File: src/rtl/fwd_track_pkg.sv
// Shared constants for the Y86 operand-forwarding unit: widths, the "no register"
// id and the stage indices used by the in-flight destination tracker.
package fwd_track_pkg;

  localparam int WORD_W = 32;
  localparam int BYTE_W = 8;

  // Register id that means "no register"; never matches as a forward source.
  localparam int RNONE_ID = 'hF;

  // Tracked stage indices after decode.
  localparam int STG_E = 0;
  localparam int STG_M = 1;
  localparam int STG_W = 2;

  localparam int NSTAGE_DEF = STG_W + 1;

endpackage

File: src/rtl/fwd_sel.sv
// Combinational priority selector for one decode source operand: picks the
// youngest matching stage result, falling back to the regfile value.
module fwd_sel
  import fwd_track_pkg::*;
#(
  parameter int NSTAGE = NSTAGE_DEF,
  parameter int DATA_W = WORD_W,
  parameter int REG_W  = BYTE_W,
  parameter logic [REG_W-1:0] RNONE = REG_W'(RNONE_ID)
) (
  input  logic [REG_W-1:0]         src,
  input  logic [DATA_W-1:0]        rval,
  input  logic [NSTAGE*REG_W-1:0]  dst_e,
  input  logic [NSTAGE*REG_W-1:0]  dst_m,
  input  logic [NSTAGE*DATA_W-1:0] val_e,
  input  logic [NSTAGE*DATA_W-1:0] val_m,
  input  logic                     e_kill,
  output logic [DATA_W-1:0]        val,
  output logic                     hit
);

  // E.dstM is a load still in flight, so its slot never forwards.
  logic unused_e_m;
  assign unused_e_m = ^{dst_m[REG_W-1:0], val_m[DATA_W-1:0]};

  // Walk oldest to youngest so that each later match overrides an older one;
  // within a stage dstE is tried before dstM, leaving dstM with priority.
  always_comb begin
    val = rval;
    hit = 1'b0;
    for (int k = NSTAGE - 1; k >= 1; k--) begin
      if (dst_e[k*REG_W +: REG_W] == src) begin
        val = val_e[k*DATA_W +: DATA_W];
        hit = 1'b1;
      end
      if (dst_m[k*REG_W +: REG_W] == src) begin
        val = val_m[k*DATA_W +: DATA_W];
        hit = 1'b1;
      end
    end
    if (!e_kill && dst_e[STG_E*REG_W +: REG_W] == src) begin
      val = val_e[STG_E*DATA_W +: DATA_W];
      hit = 1'b1;
    end
    if (src == RNONE) begin
      val = rval;
      hit = 1'b0;
    end
  end

endmodule

File: src/rtl/fwd_track.sv
// Operand-forwarding unit for the Y86 pipeline: tracks in-flight destinations,
// forwards operands to decode, raises load/use stalls and counts them.
module fwd_track
  import fwd_track_pkg::*;
#(
  parameter int NSRC   = 2,
  parameter int NSTAGE = NSTAGE_DEF,
  parameter int DATA_W = WORD_W,
  parameter int REG_W  = BYTE_W,
  parameter logic [REG_W-1:0] RNONE = REG_W'(RNONE_ID),
  parameter int CNT_W  = 16
) (
  input  logic                     clk,
  input  logic                     rst,
  input  logic                     hold_i,
  input  logic                     id_valid_i,
  input  logic [REG_W-1:0]         id_dstE_i,
  input  logic [REG_W-1:0]         id_dstM_i,
  input  logic                     flush_i,
  input  logic                     e_kill_i,
  input  logic [NSRC*REG_W-1:0]    src_i,
  input  logic [NSRC*DATA_W-1:0]   rval_i,
  input  logic [NSTAGE*DATA_W-1:0] valE_i,
  input  logic [NSTAGE*DATA_W-1:0] valM_i,
  output logic [NSRC*DATA_W-1:0]   val_o,
  output logic [NSRC-1:0]          hit_o,
  output logic                     load_use_o,
  output logic [CNT_W-1:0]         stall_cnt_o
);

  logic [REG_W-1:0]        trk_e [NSTAGE];
  logic [REG_W-1:0]        trk_m [NSTAGE];
  logic [NSTAGE*REG_W-1:0] dst_e_flat;
  logic [NSTAGE*REG_W-1:0] dst_m_flat;
  logic                    issue;

  always_comb begin
    dst_e_flat = '0;
    dst_m_flat = '0;
    for (int k = 0; k < NSTAGE; k++) begin
      dst_e_flat[k*REG_W +: REG_W] = trk_e[k];
      dst_m_flat[k*REG_W +: REG_W] = trk_m[k];
    end
  end

  // A source waiting on the load currently in E must stall one cycle.
  always_comb begin
    load_use_o = 1'b0;
    for (int j = 0; j < NSRC; j++) begin
      if (src_i[j*REG_W +: REG_W] != RNONE &&
          src_i[j*REG_W +: REG_W] == trk_m[STG_E])
        load_use_o = 1'b1;
    end
  end

  assign issue = id_valid_i && !flush_i && !load_use_o;

  // Tracker shifts one stage per cycle; the oldest entry drops off as it retires.
  always_ff @(posedge clk or negedge rst) begin
    if (!rst) begin
      for (int k = 0; k < NSTAGE; k++) begin
        trk_e[k] <= RNONE;
        trk_m[k] <= RNONE;
      end
    end else if (!hold_i) begin
      for (int k = NSTAGE - 1; k >= 1; k--) begin
        trk_e[k] <= trk_e[k-1];
        trk_m[k] <= trk_m[k-1];
      end
      if (e_kill_i)
        trk_e[STG_M] <= RNONE;
      trk_e[STG_E] <= issue ? id_dstE_i : RNONE;
      trk_m[STG_E] <= issue ? id_dstM_i : RNONE;
    end
  end

  always_ff @(posedge clk or negedge rst) begin
    if (!rst)
      stall_cnt_o <= '0;
    else if (!hold_i && load_use_o && stall_cnt_o != '1)
      stall_cnt_o <= stall_cnt_o + 1'b1;
  end

  for (genvar j = 0; j < NSRC; j++) begin : g_sel
    fwd_sel #(
      .NSTAGE(NSTAGE),
      .DATA_W(DATA_W),
      .REG_W (REG_W),
      .RNONE (RNONE)
    ) u_sel (
      .src   (src_i[j*REG_W +: REG_W]),
      .rval  (rval_i[j*DATA_W +: DATA_W]),
      .dst_e (dst_e_flat),
      .dst_m (dst_m_flat),
      .val_e (valE_i),
      .val_m (valM_i),
      .e_kill(e_kill_i),
      .val   (val_o[j*DATA_W +: DATA_W]),
      .hit   (hit_o[j])
    );
  end

endmodule
File: config.mk
export PLATFORM = sky130hd
export DESIGN_NAME = fwd_track
export DESIGN_NICKNAME = d
export VERILOG_FILES = /design/src/rtl/fwd_track_pkg.sv /design/src/rtl/fwd_sel.sv /design/src/rtl/fwd_track.sv
export SDC_FILE = /design/constraint.sdc
export NUM_CORES = 1
export LEC_CHECK = 0
export BUFFER_PORTS_ARGS = -buffer_cell sky130_fd_sc_hd__buf_2
export CAP_MARGIN = 10
export CORE_MARGIN = 10
export CORE_UTILIZATION = 40
export DETAILED_ROUTE_END_ITERATION = 8
export HOLD_SLACK_MARGIN = 0.1
export PLACE_DENSITY = 0.73
export SKIP_LAST_GASP = 1
export SLEW_MARGIN = 5
export SYNTH_ARGS = -nofsm -noshare
export SYNTH_HDL_FRONTEND = slang
export SYNTH_HIERARCHICAL = 1
export SYNTH_SLANG_ARGS = --single-unit
File: constraint.sdc
create_clock -name clk -period 2.2 [get_ports clk]
set_input_delay 0.33 -clock clk [delete_from_list [all_inputs] [get_ports clk]]
set_output_delay 0.33 -clock clk [all_outputs]
set_load 0.1 [all_outputs]
---- After elaboration in Yosys (flattened, before gate mapping) ----
Index checks and enable logic that the tools add are counted.
storage, ports and cells
  register bits ........................... 64
  output and inout port bits .............. 83
  input port bits ......................... 294
  logic and storage cells ................. 66
cells by class
  $add $sub $neg .......................... 1
  eq/ne operators ......................... 17
  muxes and demuxes ....................... 29
  reductions and logical operators ........ 12
operators with widths
  cell                     number
  $mux W32                 12
  $eq A8 B8 Y1             12
  $mux W8                  3
  $add A16 B1 Y16 const B  1
  $eq A8 B4 Y1 const B     2
  $ne A16 B16 Y1 const B   1
  $ne A8 B4 Y1 const B     2
  $mux W1                  14
  $logic_and A1 B1 Y1      8
  $logic_not A1 Y1         4

---- Depth between registers and ports, before layout ----
  depth in word-level cells ............... 7
  depth in mapped cells ................... 9
  depth with buffers taken out ............ 7

---- By module ----
The synthesis kept the hierarchy.
by module, submodules not included
  module     seq. area each (um^2)  area an instance (um^2)  cells each  instances
  fwd_sel    0.0                    2,509.9                  335         2
  fwd_track  1,631.6                2,852.7                  238         1

---- Worst setup path after synthesis ----
No wires, ideal clock.
  path kind ............................... reg-to-output
  start point ............................. register trk_e (netlist bit dst_e_flat[2])
  end point ............................... output val_o[0]
  buffers on the path ..................... 3
  data required time ...................... 1.870 ns
  data arrival time ....................... 3.351 ns
  path slack .............................. -1.481 ns
  cell stages (with the launch flop) ...... 9
  path through ............................ dfstp_2 xnor2_4 nand3_1 or4_4 buf_6 and2_1 clkbuf_2 buf_6 a31oi_1
on the way
  cells in the longest elaborated chain, start to end .. 4
ends and longest elaborated chain
  what                               line             source
  from (decl)                        fwd_track.sv:31  logic [REG_W-1:0] trk_e [NSTAGE];
  from (signal, indexed assignment)  fwd_track.sv:67  trk_e[k] <= trk_e[k-1];
  from (signal, indexed assignment)  fwd_track.sv:72  trk_e[STG_E] <= issue ? id_dstE_i : RNONE;
  $eq A8 B8 Y1                       fwd_sel.sv:41    if (!e_kill && dst_e[STG_E*REG_W +: REG_W] == src) begin
  $logic_and A1 B1 Y1                fwd_sel.sv:41
  $mux W32                           fwd_sel.sv:41
  $mux W32                           fwd_sel.sv:45    if (src == RNONE) begin
  to (decl)                          fwd_track.sv:25  output logic [NSRC*DATA_W-1:0] val_o,
No other way between the ends.

---- Worst setup path in the final report ----
  start point ............................. register trk_e (netlist bit dst_e_flat[1])
  end point ............................... output val_o[21]
Same word-level chain as after synthesis.

==> flow_summary_export.csv <==
group,metric,value,unit
logic_synthesis,seq_area_frac_synth,20.7,%
sta,finalMaxSlewViolations,0,
sta,hold_viol,0,
sta,period_minus_slack,3.07,ns
critical_path,r2r_end,"stall_cnt_o[15]",
critical_path,critPathKind,"reg -> out",
grt,overflow,0,
critical_path,critPathArrivalTime,2.74,ns
floorplanning,dieArea,25700,sq um
floorplanning,io-pin-count,377,
floorplanning,die_w,160,microns
logic_synthesis,ys_warn_count,6,
clock_tree,clock-sinks,64,
logic_synthesis,post_synth_inst_count,908,
status,violations,"negative setup slack",
floorplanning,rows,51,
logic_synthesis,synth_area_leader_cell,"dfrtp_1",
drt,drt-initial-drc-count,1109,
final_layout,fill_cells,1361,
place,placedCellCount,1580,
critical_path,endpoint_kind,"primary output",
critical_path,cp_max_fo,16,
drt,routed.top_layer,"met5",
sta,worst_pin_slew,0.636,ns
critical_path,crit_required,1.87,ns
clock_tree,numCtsBuffers,9,
sta,period_share,140,%
grt,antenna_found_initial,8,
critical_path,reg2reg_depth,8,
critical_path,r2r-start,"dst_m_flat[0]",
final_layout,layoutNonFillerInstCount,1625,
sta,setup_tns,-53.53,ns
critical_path,endpoint,"val_o[21]",
power,power,5870,uW
grt,grtUsageTotal,30.3,%
critical_path,startpoint,"dst_e_flat[1]",
drt,wl_met2,20900,microns
final_layout,drive_gt1_share,58.6,%
logic_synthesis,synth_area_leaders,"dfrtp_1 (13%), a31oi_2 (8.9%), xnor2_1 (8.7%)",
drt,wl_per_cell,26.7,microns
logic_synthesis,avgSynthCellArea,8.67,sq um
drt,wirelength,43400,microns
clock_tree,cts_buffer_depth,2,
final_layout,layout_commonest_cell,"buf_2",
sta,rsz0062_at_grt,"true",
clock_tree,ctsHtreeMaxLevel,3,
status,status,"complete, but fails checks",
power,p_per_area,427,nW/um^2
sta,slew_headroom,57.2,%
clock_tree,clk_pin_slew,0.06,ns
drt,wl_met1,15700,microns
critical_path,reg2reg_slack,-0.02,ns
drt,route.met3.wl,4020,microns
flow_run,max-cap-violations,0,
logic_synthesis,ys_seq_elements,64,
place,hpwlAfterDp,31700,microns
floorplanning,start_util,40.6,%
drt,antenna_left,0,
final_layout,syn2layout_area_growth,74.7,%
power,ir_worst_vdd,0.527,mV
place,place_ws,-0.584,ns
floorplanning,die_y,160,microns
drt,viasPerCell,6.37,
grt,grt_max_degree,65,
clock_tree,clockRootBuffer,"clkbuf_16",
sta,skew,0.00924,ns
sta,setup_viol,76,
drt,remaining_drc_errors,0,
critical_path,start_kind,"flip-flop",
floorplanning,core-area,19400,sq um
logic_synthesis,synth.distinct_cells,52,
logic_synthesis,syn_nets,1203,
grt,grt_pass1_vias,10300,
final_layout,layout_common_cells,"buf_2 (273), buf_4 (139), buf_12 (91), nor2_1 (87), xnor2_1 (72)",
drt,vias,10400,
place,gp_congestion,0.962,
sta,max_freq,326,MHz
clock_tree,cts_tree,"yes",
sta,final.setup.worst_slack,-0.870,ns
grt,grt_pass1_wl,62100,microns
final_layout,num-nets-final,1643,
clock_tree,insertion_delay,0.34,ns
logic_synthesis,netlist_area,7870,sq um
worst_hold_path,hold_path.class,"in -> reg",
place,io_buffers,344,
power,p_leak,0.00635,uW
logic_synthesis,synth_top_area_share,12.7,%
drt,drt-pass1-iter-count,9,
-- cell type report --
class | instances | area (sq um) | area share, %
timing repair buffer | 522 | 4450 | 32.3
multi-input combinational | 741 | 6930 | 50.3
tap | 265 | 332 | 2.41
sequential | 64 | 1650 | 12.0
clock inverter | 7 | 125 | 0.910
clock buffer | 9 | 225 | 1.64
inverter | 10 | 37.5 | 0.273
antenna | 7 | 17.5 | 0.127
-- synth_stat cells, drive strengths merged --
cell type   n
xnor2      84
nand3b      2
xor2       27
a2bb2oi     8
o21ai      74
o21a        2
buf        45
and4        2
a31oi      64
mux2       21
nor2b       2
nand2b      4
and3        3
nand3       6
a211o      62
nor4        8
inv        10
nand4      30
nor4b       2
dfrtp      40
nor3        9
mux2i      64
dfstp      24
a21oi       4
a22o        9
and2        2
a22oi      62
nand2      20
or3        63
nand4b      1
or4b        1
or2         4
clkbuf     48
or4         4
o31ai       3
nor2       91
o211ai      2
ha          1
-- power breakdown --
part / switching (uW) / internal, uW / total, uW / leakage, uW
sequential: 124 / 1290 / 1410 / 0.000782
clock: 598 / 1120 / 1720 / 0.000171
combinational: 1590 / 1150 / 2740 / 0.00540
-- metal layers --
layer  global-route usage, %  up-vias
li1                        -     4321
met1                    35.3     4996
met2                    51.9      826
met3                    5.96      210
met4                    15.0        6
met5                       0        -
-- per-stage QoR --
step,hold WS [ns],cell area [sq um],utilization [%]
2_1_floorplan,0.0344,8670,-
3_3_place_gp,0.365,12500,64.6
3_5_place_dp,0.365,12500,64.6
4_1_cts,0.197,13300,68.6
5_1_grt,0.210,13800,70.9
6_report,0.202,13800,70.9
-- flip-flops by register name, summed over array words and instances (netlist names) --
| name | cells |
|---|---|
| dst_m_flat | 24 |
| stall_cnt_o | 16 |
| dst_e_flat | 24 |
-- logic make-up after synthesis --
group / synth area share, %
AOI/OAI and AO/OA: 30.2
xor gates and xnor gates: 13.2
adders and majority gates: 0.159
buffers and inverters: 7.63
DFF: 20.7
muxes: 11.1
and+or+nand+nor: 16.9
-- worst min-delay path by stage --
stage / startpoint / end / slack, ns / depth (start not counted)
after CTS: id_dstM_i[5] / dst_m_flat[5] / 0.20 / 2
final: id_dstM_i[5] / dst_m_flat[5] / 0.20 / 2
after global routing: id_dstE_i[6] / dst_e_flat[6] / 0.21 / 2
after floorplan: rst / dst_e_flat[12] / 0.03 / 0
after global placement: rst / stall_cnt_o[8] / 0.36 / 2
after detailed placement: rst / stall_cnt_o[8] / 0.37 / 2
-- critical path, stage by stage (launching register included) --
cell	delay [ns]
dfstp_2	0.59
xnor2_2	0.13
nand4_1	0.16
or4_4	0.58
buf_12	0.20
or3_1	0.37
o21ai_2	0.11
a31oi_4	0.07
buf_12	0.19
-- what timing repair did --
action                                  in CTS  in global routing
endpoints found under the setup margin      75                 93
setup buffers                               11                 11
gates resized for setup                    140                 71
pin swaps                                   15                 40
hold endpoints to repair                    40                  0
hold buffers                                 1                  0
(Power assumes the default switching activity.)
